==> config.mk <==
export PLATFORM = sky130hd
export DESIGN_NAME = id_ex_operand_stage_flat
export DESIGN_NICKNAME = d
export VERILOG_FILES = /design/src/rtl/id_ex_operand_stage_pkg.sv /design/src/rtl/id_ex_operand_stage_if.sv /design/src/rtl/id_ex_operand_stage_fwd_mux.sv /design/src/rtl/id_ex_operand_stage.sv /design/src/flat_wrapper.sv
export SDC_FILE = /design/constraint.sdc
export NUM_CORES = 1
export LEC_CHECK = 0
export CORE_UTILIZATION = 49
export CTS_CLUSTER_DIAMETER = 150
export DETAILED_ROUTE_END_ITERATION = 7
export PLACE_DENSITY = 0.95
export REMOVE_ABC_BUFFERS = 1
export SETUP_SLACK_MARGIN = 0.15
export SLEW_MARGIN = 10
export SYNTH_ARGS = -nofsm -noshare
export SYNTH_HDL_FRONTEND = slang
export SYNTH_HIERARCHICAL = 1
export SYNTH_SLANG_ARGS = --single-unit
export TNS_END_PERCENT = 10
==> constraint.sdc <==
create_clock -name clk -period 8.5 [get_ports clk]
set_clock_uncertainty 0.15 [all_clocks]
set_input_delay 0.85 -clock clk [delete_from_list [all_inputs] [get_ports clk]]
set_output_delay 0.85 -clock clk [all_outputs]
set_load 0.01 [all_outputs]
==> src/rtl/id_ex_operand_stage_pkg.sv <==
// Shared definitions for the ID/EX operand stage: ALU op codes, default widths
// and the values an empty (bubble) stage presents to the ALU.
package id_ex_operand_stage_pkg;

  localparam int DW_DEF = 32;
  localparam int RW_DEF = 5;

  typedef enum logic [2:0] {
    ALU_ADD = 3'd0,
    ALU_SUB = 3'd1,
    ALU_OR  = 3'd2,
    ALU_SRL = 3'd3,
    ALU_SLL = 3'd4,
    ALU_XOR = 3'd5,
    ALU_AND = 3'd6,
    ALU_SRA = 3'd7
  } alu_op_e;

  localparam alu_op_e BUBBLE_ALU_CTRL = ALU_ADD;
  localparam logic    BUBBLE_VALID    = 1'b0;

endpackage

==> src/rtl/id_ex_operand_stage_if.sv <==
// Bundle of ID-side inputs, forwarding buses, stage controls and ALU-side outputs.
// The stage itself is the slave; whoever drives ID and the buses is the master.
interface id_ex_operand_stage_if #(
  parameter int DW = 32,
  parameter int RW = 5
);

  logic          id_valid;
  logic [RW-1:0] id_rs_addr;
  logic [RW-1:0] id_rt_addr;
  logic [DW-1:0] id_rs_data;
  logic [DW-1:0] id_rt_data;
  logic [DW-1:0] id_imm;
  logic [4:0]    id_shamt;
  logic [2:0]    id_alu_ctrl;
  logic          id_alusrc;
  logic          id_shamt_var;
  logic          id_wr_en;
  logic [RW-1:0] id_wr_addr;
  logic          id_mem_read;

  logic          mem_wr_en;
  logic [RW-1:0] mem_wr_addr;
  logic [DW-1:0] mem_wr_data;
  logic          wb_wr_en;
  logic [RW-1:0] wb_wr_addr;
  logic [DW-1:0] wb_wr_data;

  logic          ex_hold;
  logic          ex_flush;

  logic [DW-1:0] alu_a;
  logic [DW-1:0] alu_b;
  logic [2:0]    alu_ctrl;
  logic [4:0]    alu_s;
  logic          ex_valid;
  logic          ex_wr_en;
  logic [RW-1:0] ex_wr_addr;
  logic          ex_mem_read;
  logic [DW-1:0] ex_rt_fwd;
  logic          load_use_stall;

  modport master (
    output id_valid, id_rs_addr, id_rt_addr, id_rs_data, id_rt_data, id_imm,
           id_shamt, id_alu_ctrl, id_alusrc, id_shamt_var, id_wr_en,
           id_wr_addr, id_mem_read,
           mem_wr_en, mem_wr_addr, mem_wr_data, wb_wr_en, wb_wr_addr, wb_wr_data,
           ex_hold, ex_flush,
    input  alu_a, alu_b, alu_ctrl, alu_s, ex_valid, ex_wr_en, ex_wr_addr,
           ex_mem_read, ex_rt_fwd, load_use_stall
  );

  modport slave (
    input  id_valid, id_rs_addr, id_rt_addr, id_rs_data, id_rt_data, id_imm,
           id_shamt, id_alu_ctrl, id_alusrc, id_shamt_var, id_wr_en,
           id_wr_addr, id_mem_read,
           mem_wr_en, mem_wr_addr, mem_wr_data, wb_wr_en, wb_wr_addr, wb_wr_data,
           ex_hold, ex_flush,
    output alu_a, alu_b, alu_ctrl, alu_s, ex_valid, ex_wr_en, ex_wr_addr,
           ex_mem_read, ex_rt_fwd, load_use_stall
  );

endinterface

==> src/rtl/id_ex_operand_stage_fwd_mux.sv <==
// One operand's forwarding select: MEM beats WB beats the stored value,
// and register $0 always reads as zero.
module id_ex_operand_stage_fwd_mux #(
  parameter int DW = 32,
  parameter int RW = 5
) (
  input  logic [RW-1:0] addr,
  input  logic [DW-1:0] stored,
  input  logic          mem_wr_en,
  input  logic [RW-1:0] mem_wr_addr,
  input  logic [DW-1:0] mem_wr_data,
  input  logic          wb_wr_en,
  input  logic [RW-1:0] wb_wr_addr,
  input  logic [DW-1:0] wb_wr_data,
  output logic [DW-1:0] data,
  output logic          hit
);

  logic nonzero;
  logic mem_hit;
  logic wb_hit;

  assign nonzero = (addr != '0);
  assign mem_hit = mem_wr_en && (mem_wr_addr == addr) && nonzero;
  assign wb_hit  = wb_wr_en  && (wb_wr_addr  == addr) && nonzero;
  assign hit     = mem_hit || wb_hit;

  // NOTE: every branch assigns data, so this stays purely combinational.
  always_comb begin
    if (!nonzero)     data = '0;
    else if (mem_hit) data = mem_wr_data;
    else if (wb_hit)  data = wb_wr_data;
    else              data = stored;
  end

endmodule

==> src/rtl/id_ex_operand_stage.sv <==
// ID/EX pipeline register with operand forwarding into the ALU inputs and
// load-use hazard detection back toward ID/PC.
module id_ex_operand_stage
  import id_ex_operand_stage_pkg::*;
#(
  parameter int DW = DW_DEF,
  parameter int RW = RW_DEF
) (
  input  logic                       clk,
  input  logic                       rst_n,
  id_ex_operand_stage_if.slave       bus
);

  typedef struct packed {
    logic          valid;
    logic [RW-1:0] rs_addr;
    logic [RW-1:0] rt_addr;
    logic [DW-1:0] rs_data;
    logic [DW-1:0] rt_data;
    logic [DW-1:0] imm;
    logic [4:0]    shamt;
    alu_op_e       alu_ctrl;
    logic          alusrc;
    logic          shamt_var;
    logic          wr_en;
    logic [RW-1:0] wr_addr;
    logic          mem_read;
  } stage_t;

  function automatic stage_t bubble();
    stage_t b;
    b          = '0;
    b.valid    = BUBBLE_VALID;
    b.alu_ctrl = BUBBLE_ALU_CTRL;
    return b;
  endfunction

  stage_t        stage_q;
  stage_t        stage_d;
  logic [DW-1:0] fwd_rs;
  logic [DW-1:0] fwd_rt;
  logic          rs_hit;
  logic          rt_hit;
  logic          load_use;

  id_ex_operand_stage_fwd_mux #(.DW(DW), .RW(RW)) u_fwd_rs (
    .addr        (stage_q.rs_addr),
    .stored      (stage_q.rs_data),
    .mem_wr_en   (bus.mem_wr_en),
    .mem_wr_addr (bus.mem_wr_addr),
    .mem_wr_data (bus.mem_wr_data),
    .wb_wr_en    (bus.wb_wr_en),
    .wb_wr_addr  (bus.wb_wr_addr),
    .wb_wr_data  (bus.wb_wr_data),
    .data        (fwd_rs),
    .hit         (rs_hit)
  );

  id_ex_operand_stage_fwd_mux #(.DW(DW), .RW(RW)) u_fwd_rt (
    .addr        (stage_q.rt_addr),
    .stored      (stage_q.rt_data),
    .mem_wr_en   (bus.mem_wr_en),
    .mem_wr_addr (bus.mem_wr_addr),
    .mem_wr_data (bus.mem_wr_data),
    .wb_wr_en    (bus.wb_wr_en),
    .wb_wr_addr  (bus.wb_wr_addr),
    .wb_wr_data  (bus.wb_wr_data),
    .data        (fwd_rt),
    .hit         (rt_hit)
  );

  // A held stage cannot take a bubble, so it must not ask ID to stall either.
  assign load_use = stage_q.valid && stage_q.mem_read && (stage_q.wr_addr != '0)
                 && bus.id_valid && !bus.ex_hold
                 && ((stage_q.wr_addr == bus.id_rs_addr)
                  || ((stage_q.wr_addr == bus.id_rt_addr) && !bus.id_alusrc));

  always_comb begin
    stage_d = stage_q;
    if (bus.ex_flush) begin
      stage_d = bubble();
    end else if (bus.ex_hold) begin
      // Absorb write-backs that retire while frozen so they are not lost.
      if (rs_hit) stage_d.rs_data = fwd_rs;
      if (rt_hit) stage_d.rt_data = fwd_rt;
    end else if (load_use || !bus.id_valid) begin
      stage_d = bubble();
    end else begin
      stage_d.valid     = 1'b1;
      stage_d.rs_addr   = bus.id_rs_addr;
      stage_d.rt_addr   = bus.id_rt_addr;
      stage_d.rs_data   = bus.id_rs_data;
      stage_d.rt_data   = bus.id_rt_data;
      stage_d.imm       = bus.id_imm;
      stage_d.shamt     = bus.id_shamt;
      stage_d.alu_ctrl  = alu_op_e'(bus.id_alu_ctrl);
      stage_d.alusrc    = bus.id_alusrc;
      stage_d.shamt_var = bus.id_shamt_var;
      stage_d.wr_en     = bus.id_wr_en;
      stage_d.wr_addr   = bus.id_wr_addr;
      stage_d.mem_read  = bus.id_mem_read;
    end
  end

  // NOTE: reset is sampled on the clock edge only; non-blocking updates keep
  // every flop reading the pre-edge value of its neighbours.
  always_ff @(posedge clk) begin
    if (!rst_n) stage_q <= '0;
    else        stage_q <= stage_d;
  end

  assign bus.alu_a          = fwd_rs;
  assign bus.alu_b          = stage_q.alusrc ? stage_q.imm : fwd_rt;
  assign bus.alu_ctrl       = stage_q.alu_ctrl;
  assign bus.alu_s          = stage_q.shamt_var ? fwd_rs[4:0] : stage_q.shamt;
  assign bus.ex_valid       = stage_q.valid;
  assign bus.ex_wr_en       = stage_q.wr_en;
  assign bus.ex_wr_addr     = stage_q.wr_addr;
  assign bus.ex_mem_read    = stage_q.mem_read;
  assign bus.ex_rt_fwd      = fwd_rt;
  assign bus.load_use_stall = load_use;

endmodule

==> src/flat_wrapper.sv <==
// flat-port wrapper written by rule: the top's interface ports become plain ports
module id_ex_operand_stage_flat import id_ex_operand_stage_pkg::*;
#(
  parameter int DW = DW_DEF,
  parameter int RW = RW_DEF
)
  (clk, rst_n, bus_id_valid, bus_id_rs_addr, bus_id_rt_addr, bus_id_rs_data, bus_id_rt_data, bus_id_imm, bus_id_shamt, bus_id_alu_ctrl, bus_id_alusrc, bus_id_shamt_var, bus_id_wr_en, bus_id_wr_addr, bus_id_mem_read, bus_mem_wr_en, bus_mem_wr_addr, bus_mem_wr_data, bus_wb_wr_en, bus_wb_wr_addr, bus_wb_wr_data, bus_ex_hold, bus_ex_flush, bus_alu_a, bus_alu_b, bus_alu_ctrl, bus_alu_s, bus_ex_valid, bus_ex_wr_en, bus_ex_wr_addr, bus_ex_mem_read, bus_ex_rt_fwd, bus_load_use_stall);
  id_ex_operand_stage_if #(.DW(DW), .RW(RW)) bus_i ();
  input  logic clk;
  input  logic rst_n;
  input wire logic [$bits(bus_i.id_valid)-1:0] bus_id_valid;
  input wire logic [$bits(bus_i.id_rs_addr)-1:0] bus_id_rs_addr;
  input wire logic [$bits(bus_i.id_rt_addr)-1:0] bus_id_rt_addr;
  input wire logic [$bits(bus_i.id_rs_data)-1:0] bus_id_rs_data;
  input wire logic [$bits(bus_i.id_rt_data)-1:0] bus_id_rt_data;
  input wire logic [$bits(bus_i.id_imm)-1:0] bus_id_imm;
  input wire logic [$bits(bus_i.id_shamt)-1:0] bus_id_shamt;
  input wire logic [$bits(bus_i.id_alu_ctrl)-1:0] bus_id_alu_ctrl;
  input wire logic [$bits(bus_i.id_alusrc)-1:0] bus_id_alusrc;
  input wire logic [$bits(bus_i.id_shamt_var)-1:0] bus_id_shamt_var;
  input wire logic [$bits(bus_i.id_wr_en)-1:0] bus_id_wr_en;
  input wire logic [$bits(bus_i.id_wr_addr)-1:0] bus_id_wr_addr;
  input wire logic [$bits(bus_i.id_mem_read)-1:0] bus_id_mem_read;
  input wire logic [$bits(bus_i.mem_wr_en)-1:0] bus_mem_wr_en;
  input wire logic [$bits(bus_i.mem_wr_addr)-1:0] bus_mem_wr_addr;
  input wire logic [$bits(bus_i.mem_wr_data)-1:0] bus_mem_wr_data;
  input wire logic [$bits(bus_i.wb_wr_en)-1:0] bus_wb_wr_en;
  input wire logic [$bits(bus_i.wb_wr_addr)-1:0] bus_wb_wr_addr;
  input wire logic [$bits(bus_i.wb_wr_data)-1:0] bus_wb_wr_data;
  input wire logic [$bits(bus_i.ex_hold)-1:0] bus_ex_hold;
  input wire logic [$bits(bus_i.ex_flush)-1:0] bus_ex_flush;
  output wire logic [$bits(bus_i.alu_a)-1:0] bus_alu_a;
  output wire logic [$bits(bus_i.alu_b)-1:0] bus_alu_b;
  output wire logic [$bits(bus_i.alu_ctrl)-1:0] bus_alu_ctrl;
  output wire logic [$bits(bus_i.alu_s)-1:0] bus_alu_s;
  output wire logic [$bits(bus_i.ex_valid)-1:0] bus_ex_valid;
  output wire logic [$bits(bus_i.ex_wr_en)-1:0] bus_ex_wr_en;
  output wire logic [$bits(bus_i.ex_wr_addr)-1:0] bus_ex_wr_addr;
  output wire logic [$bits(bus_i.ex_mem_read)-1:0] bus_ex_mem_read;
  output wire logic [$bits(bus_i.ex_rt_fwd)-1:0] bus_ex_rt_fwd;
  output wire logic [$bits(bus_i.load_use_stall)-1:0] bus_load_use_stall;
  assign bus_i.id_valid = bus_id_valid;
  assign bus_i.id_rs_addr = bus_id_rs_addr;
  assign bus_i.id_rt_addr = bus_id_rt_addr;
  assign bus_i.id_rs_data = bus_id_rs_data;
  assign bus_i.id_rt_data = bus_id_rt_data;
  assign bus_i.id_imm = bus_id_imm;
  assign bus_i.id_shamt = bus_id_shamt;
  assign bus_i.id_alu_ctrl = bus_id_alu_ctrl;
  assign bus_i.id_alusrc = bus_id_alusrc;
  assign bus_i.id_shamt_var = bus_id_shamt_var;
  assign bus_i.id_wr_en = bus_id_wr_en;
  assign bus_i.id_wr_addr = bus_id_wr_addr;
  assign bus_i.id_mem_read = bus_id_mem_read;
  assign bus_i.mem_wr_en = bus_mem_wr_en;
  assign bus_i.mem_wr_addr = bus_mem_wr_addr;
  assign bus_i.mem_wr_data = bus_mem_wr_data;
  assign bus_i.wb_wr_en = bus_wb_wr_en;
  assign bus_i.wb_wr_addr = bus_wb_wr_addr;
  assign bus_i.wb_wr_data = bus_wb_wr_data;
  assign bus_i.ex_hold = bus_ex_hold;
  assign bus_i.ex_flush = bus_ex_flush;
  assign bus_alu_a = bus_i.alu_a;
  assign bus_alu_b = bus_i.alu_b;
  assign bus_alu_ctrl = bus_i.alu_ctrl;
  assign bus_alu_s = bus_i.alu_s;
  assign bus_ex_valid = bus_i.ex_valid;
  assign bus_ex_wr_en = bus_i.ex_wr_en;
  assign bus_ex_wr_addr = bus_i.ex_wr_addr;
  assign bus_ex_mem_read = bus_i.ex_mem_read;
  assign bus_ex_rt_fwd = bus_i.ex_rt_fwd;
  assign bus_load_use_stall = bus_i.load_use_stall;
  id_ex_operand_stage #(.DW(DW), .RW(RW)) u_core (.clk(clk), .rst_n(rst_n), .bus(bus_i));
endmodule
* After elaboration in Yosys (flattened, before gate mapping) *
Index checks and enable logic that the tools add are counted.

operators by class
  equal/unequal tests = 8
  multiplexer cells = 12
  bitwise operators = 1
  reduce and logical (&&, ||, !) cells = 25

operator list
  kind                                                   number
  2-to-1 mux 32 bit                                      9
  2-to-1 mux 124 bit                                     1
  2-to-1 mux 64 bit                                      1
  == test 5 bit                                          6
  nonzero test 5 bit                                     3
  logical AND 1 bit                                      14
  2-to-1 mux 5 bit                                       1
  logical OR 1 bit                                       4
  inequality test 2 x 1 -> 1 bit, second input constant  2
  logical NOT 1 bit                                      3
  OR reduction 2 bit                                     1
  inverter 1 bit                                         1

word-level totals
  flip-flop bits (word level) = 124
  input port bits = 204
  output and inout port bits = 113
  word-level logic and storage cells = 59

* Depth between registers and ports, before layout *
  word-level depth = 8
  mapped depth = 13

* Cells and area by module *
The synthesis kept the hierarchy.

by module, submodules not included
  module                       times used  cells each  area each (µm²)
  id_ex_operand_stage          1           772         6,377.4
  id_ex_operand_stage_fwd_mux  2           175         1,054.8

* Worst setup path after synthesis *
Ideal clock, no wire load.

  path type = input port to output port
  start point = input port bus_mem_wr_addr[2]
  end point = output port bus_alu_b[1]
  data arrival time = 2.357 ns
  data required time = 7.500 ns
  setup slack = 5.143 ns
  stages = 7
  buffers on the path = 2
  cells stage by stage = xnor2_1 -> nand4_1 -> or3b_1 -> buf_4 -> buf_6 -> a31oi_1 -> mux2_2

between the ends
  cells in the longest elaborated chain, start to end = 6

RTL lines
  what                            line                               RTL
  start: declaration              flat_wrapper.sv:25                 input wire logic [$bits(bus_i.mem_wr_addr)-1:0] bus_mem_wr_addr;
  == test 5 bit                   id_ex_operand_stage_fwd_mux.sv:24  assign mem_hit = mem_wr_en && (mem_wr_addr == addr) && nonzero;
  logical AND 1 bit (2 in a row)  id_ex_operand_stage_fwd_mux.sv:24
  2-to-1 mux 32 bit               id_ex_operand_stage_fwd_mux.sv:31  else if (mem_hit) data = mem_wr_data;
  2-to-1 mux 32 bit               id_ex_operand_stage_fwd_mux.sv:30  if (!nonzero) data = '0;
  net bus_ex_rt_fwd[1]            flat_wrapper.sv:40                 output wire logic [$bits(bus_i.ex_rt_fwd)-1:0] bus_ex_rt_fwd;
  2-to-1 mux 32 bit               id_ex_operand_stage.sv:113         assign bus.alu_b = stage_q.alusrc ? stage_q.imm : fwd_rt;
  end: declaration                flat_wrapper.sv:33                 output wire logic [$bits(bus_i.alu_b)-1:0] bus_alu_b;

The timed path passes the listed nets, and every way through them passes these cells.

* Worst setup path in the final report *
  start point = input port bus_mem_wr_addr[1]
  end point = output port bus_alu_b[30]

between the ends
  cells in the longest elaborated chain, start to end = 6

RTL lines
  what                            line
  == test 5 bit                   id_ex_operand_stage_fwd_mux.sv:24
  logical AND 1 bit (2 in a row)  id_ex_operand_stage_fwd_mux.sv:24
  2-to-1 mux 32 bit               id_ex_operand_stage_fwd_mux.sv:31
  2-to-1 mux 32 bit               id_ex_operand_stage_fwd_mux.sv:30
  2-to-1 mux 32 bit               id_ex_operand_stage.sv:113

Every way passes these cells.

==> results.md <==
* Critical path's slowest cell: or3b_2
* CTS Hold Bufs at 0
* Storage cell area at 2480 um^2
* Skew-Pair Late Insertion Delay at 420 ps
* Arr. time, crit path at 4310 ps
* Worst Setup SP: bus_mem_wr_addr[1]
* Pwr Total at 1.68 mW
* CTS Buffer Depth at 2
* Largest net degree at the start of global routing at 109
* Bufs and invs on worst path at 2
* Static Leak at around 3.5 nW
* Max FO, Critical Path at 33
* First-pass GRT wire length at ~53 mm
* Worst Setup EP: bus_alu_b[30]
* Initial antenna violation count at 0
* Routed via count at 10,536
* Req. time, crit path at 7500 ps
* Most numerous cell in the Yosys netlist: o21ai_0
* CP Capture Type: primary output
* DRT iter0 DRCs at about 1,200
* Slew Limit Fails at 0
* Syn-to-layout area delta at 41.9%
* Final min period at 5310 ps
* Unrepaired setup endpoints after global routing: no
* Final Hold Viols at 0
* CP Class: in -> out
* Grt total ovfl at 0
* Main flop type after synthesis: dfxtp_1
* I/O Buffers at 316
* TritonCTS buffer count at 17
* CTS tree: done
* FF+latch count, synth at 124
* Nets at around 1,500
* Slew HR at 0.139
* Core ar. at 16,800 um^2
* CTS clk-pin slew, worst paths at 60 ps
* Reg2reg path depth at 9
* Hold Worst Slack at 317 ps
* Worst Hold Class: reg -> reg
* Die X at around 130 um
* Ant. Diodes at 0
* Number of max-cap violations at 0
* Vias/cell at 6.73
* Post-route clock period utilization at 0.624
* Cell Chain, Critical Path: clkdlybuf4s50_1 > xnor2_1 > nand2_2 > or3b_2 > a31oi_1 > mux2_2 > clkdlybuf4s50_1
* EDFF count, synth at 0
* Ranking of synthesized cells by area: dfxtp_1 (29%), o21ai_0 (10%), a31oi_1 (9.4%)
* Peak VDD IR at 0.000128 V
* Fin Setup TNS at 0 ps
* Endpoints failing setup at 0
* CTS resizes at 0
* Top cells by count, synth: o21ai_0 (170), a31oi_1 (128), nand2_1 (127)
* Post-DP HPWL at 21.8 mm
* Synth cell types at 33
* Htree depth at 4
* R2r endpoint: u_core/stage_q[82]
* Synth top area share at 0.292
* Crit path largest cell delay at 1080 ps
* Reg2Reg Launch Point: u_core/stage_q[119]
* # rows at 47
* Drt wl/cell at approximately 22 um
* Hold Crit Start: u_core/stage_q[31]
* Total clock sinks at 124
* F_max at 0.188 GHz
* Warnings from Yosys at 6
* # fillers at 1,300
* Crit path max-delay family: simple AND/OR/NAND/NOR gates
* Register area share after synthesis at 0.292
* Initial Utilization at 0.506
* Overall routing resource usage at 0.377
* CTS root buffer: clkbuf_16
* Crit path launch type: input pin
* DRT Wirelength at approximately 35 mm
* Die height at 134 um
* Placer Congestion at 0.853
* Multi-input gate area at 5420 um^2
* # Post-CTS Setup Buffers at 0
* # IOs at around 320
* Most frequent CP cell: clkdlybuf4s50_1
* Layout cell share with drive strength beyond 1 at 0.0751
* Async SR Flop Fraction at 0
* Cell taking the most area after synthesis: dfxtp_1
* Syn_area_per_cell at 7.56 um^2
* R2r setup slk at 4620 ps
* Pwr Density at 140 nW/um^2
* Least-Margin Pin Slew at 1290 ps
* DRC violations left at 0
* DRT Pass-1 Iters at 7
* DRT antenna net count at 0
* Post-Syn Area at around 8500 um^2
* DIE AREA at 17,900 um^2
* Cells after Synth at 1,122
* Cell depth of the worst setup path at 7
* Status: complete, no violations
* Vias in the first global route at 10,094
## through the flow
step | setup WS (ps) | area, um^2 | std cells | utilization
6_report | 3190 | 12000 | 1565 | 0.718
5_1_grt | 3120 | 12000 | 1565 | 0.718
4_1_cts | 3270 | 12000 | 1565 | 0.718
3_5_place_dp | 3270 | 11500 | 1533 | 0.685
3_3_place_gp | 3360 | 11500 | 1533 | 0.685
2_1_floorplan | 2370 | 7830 | 979 | -
## kinds of logic (layout without fill, tap and decap cells)
family | after synthesis | after routing | synth area share
buffers and inverters | 143 | 366 | 0.0774
multiplexers | 101 | 101 | 0.125
AND/OR/NAND/NOR | 276 | 276 | 0.141
flip-flops | 124 | 124 | 0.292
AO/OA/AOI/OAI | 448 | 448 | 0.334
XOR/XNOR | 30 | 30 | 0.0310
## cell type report
type | count | share of cell area
clock buffers | 22 | 0.0394
clock inverters | 10 | 0.00759
multi-input cells | 855 | 0.450
flip-flops and latches | 124 | 0.206
well taps | 220 | 0.0229
repair buffers | 334 | 0.274
## flip-flops by register name, summed over array words and instances (netlist names)
register,cells
u_core/bus.alu_ctrl,3
u_core/bus.ex_mem_read,1
u_core/bus.ex_valid,1
u_core/bus.ex_wr_addr,5
u_core/bus.ex_wr_en,1
u_core/stage_q,113
## routing by layer
layer  part of all wire  global-route usage  up-vias
met2               0.47               0.634      826
li1                   -                   -     4663
met4              0.058               0.229        0
met1               0.36               0.424     4862
met5                  0                   0        -
met3               0.11               0.103      185
## placed cells by master, fill, tap and decap left out, types with 59 or more instances in the layout
cell	synthesis	layout
clkdlybuf4s50_1	0	316
o21ai_0	170	170
a31oi_1	128	128
nand2_1	127	125
dfxtp_1	124	123
nand3_1	65	65
mux2i_1	64	64
nor2_1	64	64
o31ai_1	64	64
a32oi_1	59	59
## report_power, final
part	switching [mW]	leakage, nW	internal, mW	total [mW]
registers	0.0195	1.01	0.605	0.625
clock network	0.279	0.264	0.424	0.703
logic	0.181	2.27	0.174	0.355
## worst min-delay path: cells and delay by family, from the launching register on
family / cells / cell delay (ps)
AO/OA/AOI/OAI: 2 / 110
flip-flops: 1 / 320
## worst min-delay path by stage
stage                              end  slack [ps]  cells past startpoint
floorplan           u_core/stage_q[17]         280                      2
global placement    u_core/stage_q[31]         290                      2
detailed placement  u_core/stage_q[32]         310                      2
CTS                 u_core/stage_q[36]         320                      2
global route        u_core/stage_q[31]         350                      2
finish              u_core/stage_q[31]         320                      2
No activity file was read; power rests on OpenSTA's default activity.
